File: src/rtl/layer_priority_mixer.sv
// layer_priority_mixer: merges N_LAYERS keyed/flashing/enabled layers over a
// background colour with fixed index priority (layer 0 wins), in a two-stage
// pipeline, and reports a sticky per-frame collision mask.
module layer_priority_mixer #(
    parameter int                 N_LAYERS  = 4,
    parameter int                 COLOR_W   = 8,
    parameter bit                 KEY_EN    = 1'b1,
    parameter logic [COLOR_W-1:0] KEY_COLOR = 'hE3,
    parameter int                 FLASH_DIV = 8
) (
    input  logic                          clk,
    input  logic                          rst_n,
    input  logic                          de_in,
    input  logic                          frame_start,
    input  logic [COLOR_W-1:0]            bg_color,
    input  logic [N_LAYERS*COLOR_W-1:0]   layer_color,
    input  logic [N_LAYERS-1:0]           layer_visible,
    input  logic [N_LAYERS-1:0]           layer_enable_in,
    input  logic [N_LAYERS-1:0]           layer_flash,
    output logic                          de_out,
    output logic [COLOR_W-1:0]            pixel_out,
    output logic [N_LAYERS-1:0]           collision_mask,
    output logic                          collision_valid,
    output logic                          flash_phase
);

    // Frame-level state
    logic [N_LAYERS-1:0]         en_sh_q, en_sh_d;
    logic [7:0]                  fcnt_q, fcnt_d;
    logic                        flash_phase_q, flash_phase_d;
    logic [N_LAYERS-1:0]         acc_q, acc_d;
    logic [N_LAYERS-1:0]         coll_mask_q, coll_mask_d;
    logic                        coll_valid_q, coll_valid_d;

    // Pipeline stage 1
    logic [N_LAYERS*COLOR_W-1:0] s1_color_q, s1_color_d;
    logic [N_LAYERS-1:0]         s1_vis_q, s1_vis_d;
    logic                        s1_de_q, s1_de_d;
    logic [COLOR_W-1:0]          s1_bg_q, s1_bg_d;

    // Pipeline stage 2 (outputs)
    logic [COLOR_W-1:0]          pix_q, pix_d;
    logic                        de_out_q, de_out_d;

    // Stage 0 qualification
    logic [N_LAYERS-1:0]         en_eff;
    logic [N_LAYERS-1:0]         vis;
    logic [N_LAYERS-1:0]         hit;
    logic [3:0]                  vis_cnt;
    logic                        multi_vis;

    // The first pixel of a frame already sees the newly requested mask.
    assign en_eff = frame_start ? layer_enable_in : en_sh_q;

    generate
        for (genvar gi = 0; gi < N_LAYERS; gi++) begin : g_vis
            logic keyed;
            assign keyed   = KEY_EN && (layer_color[gi*COLOR_W +: COLOR_W] == KEY_COLOR);
            assign vis[gi] = layer_visible[gi] & en_eff[gi] & ~keyed
                           & ~(layer_flash[gi] & flash_phase_q);
        end
    endgenerate

    // Count visible layers to detect overlap on this pixel.
    always_comb begin
        vis_cnt = 4'd0;
        for (int i = 0; i < N_LAYERS; i++) begin
            vis_cnt = vis_cnt + {3'b000, vis[i]};
        end
        multi_vis = (vis_cnt >= 4'd2);
        hit       = (de_in && multi_vis) ? vis : '0;
    end

    // Frame bookkeeping: enable shadow, flash counter, collision accumulator.
    always_comb begin
        en_sh_d       = en_sh_q;
        fcnt_d        = fcnt_q;
        flash_phase_d = flash_phase_q;
        acc_d         = acc_q | hit;
        coll_mask_d   = coll_mask_q;
        coll_valid_d  = frame_start;
        if (frame_start) begin
            en_sh_d     = layer_enable_in;
            coll_mask_d = acc_q;
            acc_d       = hit;
            if (fcnt_q == 8'(FLASH_DIV - 1)) begin
                fcnt_d        = 8'd0;
                flash_phase_d = ~flash_phase_q;
            end else begin
                fcnt_d = fcnt_q + 8'd1;
            end
        end
    end

    // Stage 0 -> 1 captures the qualified pixel.
    always_comb begin
        s1_color_d = layer_color;
        s1_vis_d   = vis;
        s1_de_d    = de_in;
        s1_bg_d    = bg_color;
    end

    // Stage 1 -> 2 resolves priority: scan from lowest priority so layer 0 wins.
    always_comb begin
        pix_d = s1_bg_q;
        for (int i = N_LAYERS - 1; i >= 0; i--) begin
            if (s1_vis_q[i]) begin
                pix_d = s1_color_q[i*COLOR_W +: COLOR_W];
            end
        end
        if (!s1_de_q) begin
            pix_d = '0;
        end
        de_out_d = s1_de_q;
    end

    // State and pipeline registers, cleared asynchronously.
    always_ff @(posedge clk or negedge rst_n) begin
        if (!rst_n) begin
            en_sh_q       <= '1;
            fcnt_q        <= 8'd0;
            flash_phase_q <= 1'b0;
            acc_q         <= '0;
            coll_mask_q   <= '0;
            coll_valid_q  <= 1'b0;
            s1_color_q    <= '0;
            s1_vis_q      <= '0;
            s1_de_q       <= 1'b0;
            s1_bg_q       <= '0;
            pix_q         <= '0;
            de_out_q      <= 1'b0;
        end else begin
            en_sh_q       <= en_sh_d;
            fcnt_q        <= fcnt_d;
            flash_phase_q <= flash_phase_d;
            acc_q         <= acc_d;
            coll_mask_q   <= coll_mask_d;
            coll_valid_q  <= coll_valid_d;
            s1_color_q    <= s1_color_d;
            s1_vis_q      <= s1_vis_d;
            s1_de_q       <= s1_de_d;
            s1_bg_q       <= s1_bg_d;
            pix_q         <= pix_d;
            de_out_q      <= de_out_d;
        end
    end

    assign de_out          = de_out_q;
    assign pixel_out       = pix_q;
    assign collision_mask  = coll_mask_q;
    assign collision_valid = coll_valid_q;
    assign flash_phase     = flash_phase_q;

endmodule

File: config.mk
export PLATFORM = sky130hd
export DESIGN_NAME = layer_priority_mixer
export DESIGN_NICKNAME = d
export VERILOG_FILES = /design/src/rtl/layer_priority_mixer.sv
export SDC_FILE = /design/constraint.sdc
export NUM_CORES = 1
export LEC_CHECK = 0
export ABC_CLOCK_PERIOD_IN_PS = 2300
export BUFFER_PORTS_ARGS = -buffer_cell sky130_fd_sc_hd__buf_4
export CAP_MARGIN = 40
export CORE_MARGIN = 2
export CORE_UTILIZATION = 30
export CTS_BUF_LIST = sky130_fd_sc_hd__clkbuf_4
export DETAILED_ROUTE_END_ITERATION = 10
export HOLD_SLACK_MARGIN = 0.02
export PLACE_DENSITY = 0.47
export SYNTH_ARGS = -nofsm -noshare
export SYNTH_HDL_FRONTEND = slang
export SYNTH_SLANG_ARGS = --single-unit
File: constraint.sdc
create_clock -name clk -period 2.3 [get_ports clk]
set_input_delay 0.345 -clock clk [delete_from_list [all_inputs] [get_ports clk]]
set_output_delay 0.345 -clock clk [all_outputs]
set_load 0.01 [all_outputs]
After elaboration in Yosys (flattened, before gate mapping)
Index checks and enable logic that the tools add are counted.

$add $sub $neg: 4. Order comparisons: 1. Eq/ne operators: 5. Multiplexer cells: 9. Bitwise gates (word level): 26. Reduce and logical (&&, ||, !) cells: 2.

Operators with widths (number): $mux W8 (6); $eq A8 B8 Y1 const B (4); $and A1 B1 Y1 (16); $mux W4 (3); $not A1 Y1 (9); $add A8 B1 Y8 const B (1); $eq A8 B3 Y1 const B (1); $add A3 B1 Y4 (1); $ge A4 B2 Y1 const B (1); $or A4 B4 Y4 (1); $add A2 B1 Y3 (1); $add A1 B1 Y2 (1); $reduce_and A2 Y1 (1); $logic_and A1 B1 Y1 (1).

Flip-flop bits (word level): 76. Word-level logic and storage cells: 59.

Logic depth before layout (Yosys ltp)
Gate-level depths: netlist of the first run.

Depth in word-level cells: 12. Depth in mapped cells: 8. Depth with buffers taken out: 8.

Least setup slack after synthesis of the first run
Ideal clock, no wire load.

Path type: input to register. Start point: input frame_start. End point: register acc_q[0]. Library setup time: 0.134 ns. Data arrival time: 1.845 ns. Slack: 0.321 ns. Cell stages on the path: 8. Buffers on the path: 1. Cells stage by stage: buf_6 -> mux2_2 -> o2111ai_1 -> inv_1 -> fa_1 -> and2_1 -> a31oi_1 -> o22ai_1.

Longest elaborated chain between the ends: 12. Elaborated cells on any way between the ends: 21.

Ends and longest elaborated chain: from (decl) (line 14) `input logic frame_start,`; $mux W4 (*); net en_eff[0] (line 46) `logic [N_LAYERS-1:0] en_eff;`; $and A1 B1 Y1 (*) (2 in a row) (line 59) `assign vis[gi] = layer_visible[gi] & en_eff[gi] & ~keyed`; $and A1 B1 Y1 (*) (line 60) `& ~(layer_flash[gi] & flash_phase_q);`; net s1_vis_d[0] (line 37) `logic [N_LAYERS-1:0] s1_vis_q, s1_vis_d;`; $add A1 B1 Y2 (line 68) `vis_cnt = vis_cnt + {3'b000, vis[i]};`; $add A2 B1 Y3 (line 68); $add A3 B1 Y4 (line 68); $ge A4 B2 Y1 (line 70) `multi_vis = (vis_cnt >= 4'd2);`; $logic_and A1 B1 Y1 (line 71) `hit = (de_in && multi_vis) ? vis : '0;`; $mux W4 (*) (line 71); $or A4 B4 Y4 (line 79) `acc_d = acc_q | hit;`; $mux W4 (*) (line 82) `if (frame_start) begin`; net acc_d[0] (line 31) `logic [N_LAYERS-1:0] acc_q, acc_d;`; to (signal assigned) (line 123) `acc_q <= '0;`; to (signal assigned) (line 136) `acc_q <= acc_d;`; to (decl) (line 31).

Mark *: on every way through the listed nets, which the timed path passes. The rest lies on a longest branch. A chain may end at the register's enable or synchronous reset.

Worst setup path after layout of the first run
Start point: input layer_color[12]. End point: register acc_q[0].

Longest elaborated chain between the ends: 12.

Ends and longest elaborated chain: from (decl) (line 16) `input logic [N_LAYERS*COLOR_W-1:0] layer_color,`; $eq A8 B8 Y1 (*) (line 58) `assign keyed = KEY_EN && (layer_color[gi*COLOR_W +: COLOR_W] == KEY_COLOR);`; $not A1 Y1 (*) (line 59); $and A1 B1 Y1 (*) (line 59); $and A1 B1 Y1 (*) (line 60); net s1_vis_d[1] (line 37); $add A1 B1 Y2 (*) (line 68); $add A2 B1 Y3 (*) (line 68); $add A3 B1 Y4 (*) (line 68); $ge A4 B2 Y1 (*) (line 70); $logic_and A1 B1 Y1 (*) (line 71); $mux W4 (*) (line 71); $or A4 B4 Y4 (line 79); $mux W4 (*) (line 82); net acc_d[0] (line 31).

Marked as above.

==> results of run 1 <==
==> synth_stat cells, types with 2 or more instances <==
| library cell | number |
|---|---|
| dfrtp_1 | 72 |
| mux2i_1 | 17 |
| o21ai_0 | 17 |
| nand2_1 | 14 |
| a21oi_1 | 8 |
| inv_1 | 8 |
| mux2_2 | 8 |
| nand3_1 | 5 |
| xnor2_1 | 5 |
| dfstp_2 | 4 |
| nand4b_1 | 4 |
| clkbuf_1 | 3 |
| nor2_1 | 3 |
| o2111ai_1 | 3 |
| o22ai_1 | 3 |
| buf_6 | 2 |
| nand4_1 | 2 |
==> metal layers <==
layer	routed length (um)	vias to the layer above	track usage
met3	287	8	0.0443
met5	0	-	0
met1	2790	923	0.171
met4	69	0	0.0348
met2	3130	51	0.217
li1	-	916	-
==> metrics by stage <==
| stage | std cells | hold WS, ps |
|---|---|---|
| finish | 423 | 57.7 |
| global route | 423 | 20.5 |
| CTS | 417 | 20.7 |
| detailed placement | 371 | 300 |
| global placement | 371 | 302 |
| floorplan | 196 | 49.4 |
==> cell usage in the layout (no fill, tap or decap), types with 2 or more instances in the layout <==
| cell type | count |
|---|---|
| nand3_1 | 5 |
| nor2_1 | 3 |
| o21ai_0 | 17 |
| clkinv_1 | 2 |
| dfstp_2 | 4 |
| buf_4 | 72 |
| dfrtp_1 | 72 |
| o2111ai_1 | 3 |
| o22ai_1 | 3 |
| nand4b_1 | 4 |
| a21oi_1 | 8 |
| mux2_2 | 8 |
| dlygate4sd3_1 | 36 |
| xnor2_1 | 5 |
| mux2i_1 | 17 |
| bufinv_16 | 2 |
| nand4_1 | 2 |
| inv_1 | 8 |
| clkbuf_4 | 10 |
| nand2_1 | 14 |
==> kinds of logic (layout without fill, tap and decap cells) <==
family	Yosys count	in the layout
simple gates	35	35
mux	26	26
buf+inv	14	133
compound gates	37	37
fa+ha+maj	2	2
flops	76	76
xor+xnor	6	6
==> layout make-up <==
class                   instances  area (sq um)  area share
clock buffers                  10          75.1      0.0191
clock inverters                 6          80.1      0.0204
inverters                       8          30.0     0.00764
multi-input cells             106           781       0.199
flip-flops and latches         76          1910       0.485
well taps                     108           135      0.0344
repair buffers                109           921       0.234
==> power by group through the flow <==
stage | Clock, mW | Sequential (mW) | Combinational (mW)
after CTS | 0.933 | 1.61 | 0.553
after global placement | 0 | 1.64 | 0.506
final | 0.889 | 1.61 | 0.548
after floorplan | 0 | 1.61 | 0.260
after detailed placement | 0 | 1.64 | 0.510
after global routing | 0.983 | 1.64 | 0.614
==> how the worst min path moves through the flow <==
| stage | end | slack, ps | depth (start not counted) |
|---|---|---|---|
| floorplan | acc_q[0] | 50 | 0 |
| global route | s1_color_q[8] | 20 | 1 |
| detailed placement | s1_bg_q[5] | 300 | 1 |
| CTS | s1_color_q[19] | 20 | 1 |
| finish | s1_color_q[19] | 60 | 1 |
| global placement | s1_bg_q[5] | 300 | 1 |
==> repair_timing <==
item                                    CTS  global route
endpoints found under the setup margin    0             3
gates resized for setup                   0             1
buffers inserted                          0             0
hold buffers                             30             6
endpoints found under the hold margin    58             6
==> sequential cells by signal, indices dropped and copies added (netlist names) <==
name	cells
acc_q	4
collision_mask	4
collision_valid	1
de_out	1
de_out_d	1
en_sh_q	4
fcnt_q	8
flash_phase	1
pixel_out	8
s1_bg_q	8
s1_color_q	32
s1_vis_q	4
==> impl_metrics.tcl, run 1 <==
set metrics [dict create \
    p_leak_nw 1.81 \
    clockBufferDepth 2 \
    wl_per_cell_um 14.8 \
    ios 71 \
    max-vdd-ir-drop_mv 0.400 \
    fillers 837 \
    detail-route-antenna-nets 0 \
    crit_family "buffers and inverters" \
    worst-path-stages 9 \
    place_area_sq_um 3410 \
    post-route-drc-count 0 \
    die_area_sq_um 9950 \
    rows 34 \
    fmax_mhz 445 \
    grtUsageTotal 0.133 \
    grt_remaining_overflow 0 \
    cts_buffers 9 \
    hold_viol_final 0 \
    vias 1898 \
    ys_types 35 \
    pre_cts_ws_ps 98.1 \
    syn_avg_cell_area_sq_um 14.0 \
    critical_path_buf_inv_count 3 \
    root_buffer "clkbuf_4" \
    ys_ff_latch 76 \
    cts_sinks 76 \
    slew_violations 0 \
    period_needed_ps 2250 \
    cp-end-kind "flop" \
    start_kind "input pin" \
    die_w_um 99.7 \
    worstRegToRegCells 7 \
    grt_max_degree 48 \
    slew_headroom 0.688 \
    h-tree-depth 3 \
    syn_to_final_growth_pct 42.9 \
    synthMuxAreaShare 0.100 \
    vias_per_cell 4.49 \
    fin_crit_sh 0.977 \
    reg2reg_slack_ps 410 \
    die_h_um 99.7 \
    power_density_nw_per_um2 776 \
    portBuffers 70 \
    grt_pass1_vias 1955 \
    endpoint "acc_q[0]" \
    status "finished, final reports clean" \
    synth-compound-area-share 0.0801 \
    p_int_mw 2.25 \
    final_area_sq_um 3930 \
    hpwl_um 4440 \
    gp_congestion 0.712 \
    worstSetupPathType "in -> reg" \
    yosys.area_share.adder 0.0118 \
    yosysTopAreaCellShare 0.655 \
    maxCapViolCount 0 \
    syn_inst 196 \
    synth_nets 254 \
    antenna_found_initial 0 \
    timing.critical_path.required_ps 2580 \
    first_iter_violations 33 \
    cp_slowest_cell "dlygate4sd3_1" \
    synth-simple-area-share 0.0705 \
    tritoncts "yes" \
    wl_um 6280 \
    diodes 0 \
    power.share.combinational 0.180 \
    tns_ps 0 \
    grt_pass1_wl_um 9900 \
    cts.clk_slew.worst_paths_ps 110 \
    synth_edf_count 0 \
    synth-main-ff-cell "dfrtp_1" \
    cp_max_fo 3 \
    p_clk_frac 0.292 \
    cp.arrival_ps 2520 \
    min_from "layer_color[19]" \
    timing.rr.start "en_sh_q[0]" \
    synth_area_leaders "dfrtp_1 (66%), mux2i_1 (6.2%), dfstp_2 (3.8%), mux2_2 (3.3%), o21ai_0 (3.1%)" \
    clk_latency_ps 410 \
    drt_pass1_iterations 4 \
    netlist_area_sq_um 2750 \
    yosys.area.top_type "dfrtp_1" \
    setup_viol 0 \
    rsz0062_at_grt "no" \
    min_path_type "in -> reg" \
    p_total_mw 3.05 \
    synth_top_family_by_area "multiplexers" \
    power.switching_uw 803 \
    coreArea_sq_um 8810 \
    worstReg2RegEnd "acc_q[0]" \
    drive_above_1_share 0.327 \
    start_util 0.312 \
    async_flop_share 1.00 \
    switching_share 0.263 \
    synth_xor_area_frac 0.0191 \
    nNetsFinal 368 \
    crit_chain "dlygate4sd3_1 -> buf_4 -> nand4b_1 -> o2111ai_1 -> inv_1 -> fa_1 -> and2_1 -> a31oi_2 -> o22ai_1" \
    startpoint "layer_color[12]" \
    p_seq_frac 0.529 \
    final_util 0.446 \
    synth_seq_area_share 0.693 \
    finalWorstSetupSlack_ps 53.0 \
    clock-skew-final_ps 12.8 \
    crit_path_max_incr_delay_ps 540 \
    tightest_slew_ps 467 \
    yosys_warnings 0 \
]
No activity file was read; power rests on OpenSTA's default activity.
==> run 2: changes to the inputs <==
--- a/config.mk
+++ b/config.mk
@@ -5,7 +5,7 @@
 export SDC_FILE = /design/constraint.sdc
 export NUM_CORES = 1
 export LEC_CHECK = 0
-export ABC_CLOCK_PERIOD_IN_PS = 2300
+export ABC_CLOCK_PERIOD_IN_PS = 2100
 export BUFFER_PORTS_ARGS = -buffer_cell sky130_fd_sc_hd__buf_4
 export CAP_MARGIN = 40
 export CORE_MARGIN = 2
==> constraint.sdc (replaced) <==
create_clock -name clk -period 2.1 [get_ports clk]
set_input_delay 0.315 -clock clk [delete_from_list [all_inputs] [get_ports clk]]
set_output_delay 0.315 -clock clk [all_outputs]
set_load 0.01 [all_outputs]
==> impl_metrics.tcl, run 2 (synthesis gave the netlist of run 1 again) <==
set metrics [dict create \
    status "finished, final reports clean" \
    largest_reg_flops 32 \
    period_needed_ps 2060 \
    grtUsageTotal 0.135 \
    power_density_nw_per_um2 787 \
    slew_violations 0 \
    final_cell_mix "buf_4 (76), dfrtp_1 (72), dlygate4sd3_1 (41), mux2i_1 (17), o21ai_0 (17)" \
    finalWorstSetupSlack_ps 41.7 \
    die_h_um 99.7 \
    startpoint "layer_color[31]" \
    portBuffers 70 \
    drt_pass1_iterations 4 \
    syn_to_final_growth_pct 44.7 \
    first_iter_violations 36 \
    tritoncts "yes" \
    reg2reg_slack_ps 200 \
    cts_buffers 9 \
    cts.clk_slew.worst_paths_ps 110 \
    largest-register "s1_color_q" \
    vias_per_cell 4.38 \
    setup_viol 0 \
    endpoint "acc_q[3]" \
    critical_path_buf_inv_count 3 \
    grtUsageMet1 0.167 \
    worstSetupPathType "in -> reg" \
    drive_above_1_share 0.343 \
    nNetsFinal 377 \
    grt_remaining_overflow 0 \
    fin_crit_sh 0.980 \
    placed_cells 375 \
    clk_latency_ps 400 \
    met2_usage 0.226 \
    gr-max-usage-layer "met2" \
    gp_congestion 0.749 \
    hpwl_um 4520 \
    grt_max_degree 43 \
    worstRegToRegCells 7 \
    die_w_um 99.7 \
    min_path_type "in -> reg" \
    clockBufferDepth 2 \
    final_util 0.452 \
    start_util 0.312 \
    p_leak_nw 1.84 \
    tightest_slew_ps 533 \
    holdWs_ps 67.9 \
    final_area_sq_um 3980 \
    cp_slowest_cell "dlygate4sd3_1" \
    worst-path-stages 9 \
    cp.arrival_ps 2340 \
    clock-skew-final_ps 12.1 \
    h-tree-depth 3 \
    fillers 822 \
    cp-end-kind "flop" \
    grtUsageMet3 0.0492 \
    post_cts_buffers 0 \
    crit_family "buffers and inverters" \
    worstReg2RegEnd "acc_q[3]" \
    grt_pass1_wl_um 10100 \
    crit_chain "dlygate4sd3_1 -> buf_4 -> nand4b_1 -> o2111ai_2 -> inv_1 -> fa_1 -> and2_1 -> a31oi_2 -> o22ai_1" \
    timing.critical_path.required_ps 2380 \
    diodes 0 \
    pre_cts_ws_ps -37.4 \
    root_buffer "clkbuf_4" \
    fin_cells 432 \
    maxCapViolCount 0 \
    wl_per_cell_um 14.4 \
    rows 34 \
    coreArea_sq_um 8810 \
    max-vdd-ir-drop_mv 0.296 \
    post-route-drc-count 0 \
    wl_um 6230 \
    cts_sinks 76 \
    fmax_mhz 486 \
    vias 1891 \
    hold_viol_final 0 \
    die_area_sq_um 9950 \
    crit_path_max_incr_delay_ps 530 \
    detail-route-antenna-nets 0 \
    grt_pass1_vias 2039 \
    slew_headroom 0.644 \
    timing.rr.start "en_sh_q[0]" \
    antenna_found_initial 0 \
    start_kind "input pin" \
    ios 71 \
    place_area_sq_um 3440 \
    layout_commonest_cell "buf_4" \
    cp_max_fo 3 \
]
run 2: changes by cell type in the layout (fill, tap and decap cells not counted):
| cell | before | now |
|---|---|---|
| dlygate4sd3_1 | 36 | 41 |
| buf_4 | 72 | 76 |
| clkbuf_4 | 10 | 13 |
| bufinv_16 | 2 | 0 |
| clkinv_1 | 2 | 0 |
| clkinv_2 | 1 | 3 |
| o2111ai_1 | 3 | 1 |
| o2111ai_2 | 0 | 2 |
| clkinvlp_4 | 1 | 0 |
run 2: worst min path at each step:
stage / startpoint / end / depth (start not counted)
2_1_floorplan: rst_n / acc_q[0] / 0
3_3_place_gp: rst_n / s1_bg_q[5] / 1
3_5_place_dp: rst_n / s1_bg_q[5] / 1
4_1_cts: de_in / de_out_d / 1
5_1_grt: frame_start / collision_valid / 1
6_report: frame_start / collision_valid / 1
run 2: worst register-to-register path, cell delays in order, from the launching register on:
cell and delay [ps]:
dfstp_2 370, mux2_2 260, o2111ai_1 130, inv_1 120
fa_1 450, and2_1 160, a31oi_2 200, o22ai_1 100
run 2: power breakdown:
| group | total, mW | leakage [nW] | switching, mW | internal (mW) |
|---|---|---|---|---|
| clock network | 0.745 | 0.0715 | 0.453 | 0.293 |
| registers | 1.76 | 0.922 | 0.132 | 1.63 |
| logic | 0.627 | 0.843 | 0.263 | 0.364 |
| total | 3.13 | 1.84 | 0.847 | 2.28 |
run 2: what timing repair did:
action / in CTS / in global routing
setup endpoints to repair: 0 / 3
endpoints found under the hold margin: 78 / 0
hold buffers: 41 / 0
gates resized for setup: 0 / 3
run 2: metrics by stage:
stage          TNS (ps)  power (mW)
2_1_floorplan         0        2.05
3_3_place_gp          0        2.36
3_5_place_dp      -94.7        2.36
4_1_cts               0        3.18
5_1_grt           -48.0        3.34
6_report              0        3.13
run 2: layout make-up:
type	instances	area, sq um	area share
clock buffers	13	97.6	0.0245
well taps	108	135	0.0340
clock inverters	3	15.0	0.00377
repair buffers	118	1000	0.252
flip-flops and latches	76	1910	0.479
inverters	8	30.0	0.00755
multi-input cells	106	793	0.199
run 2: routing by layer:
metal  share of wire  wire length (um)
met3           0.053               333
met4          0.0055                34
met2            0.50              3120
met5               0                 0
met1            0.44              2740
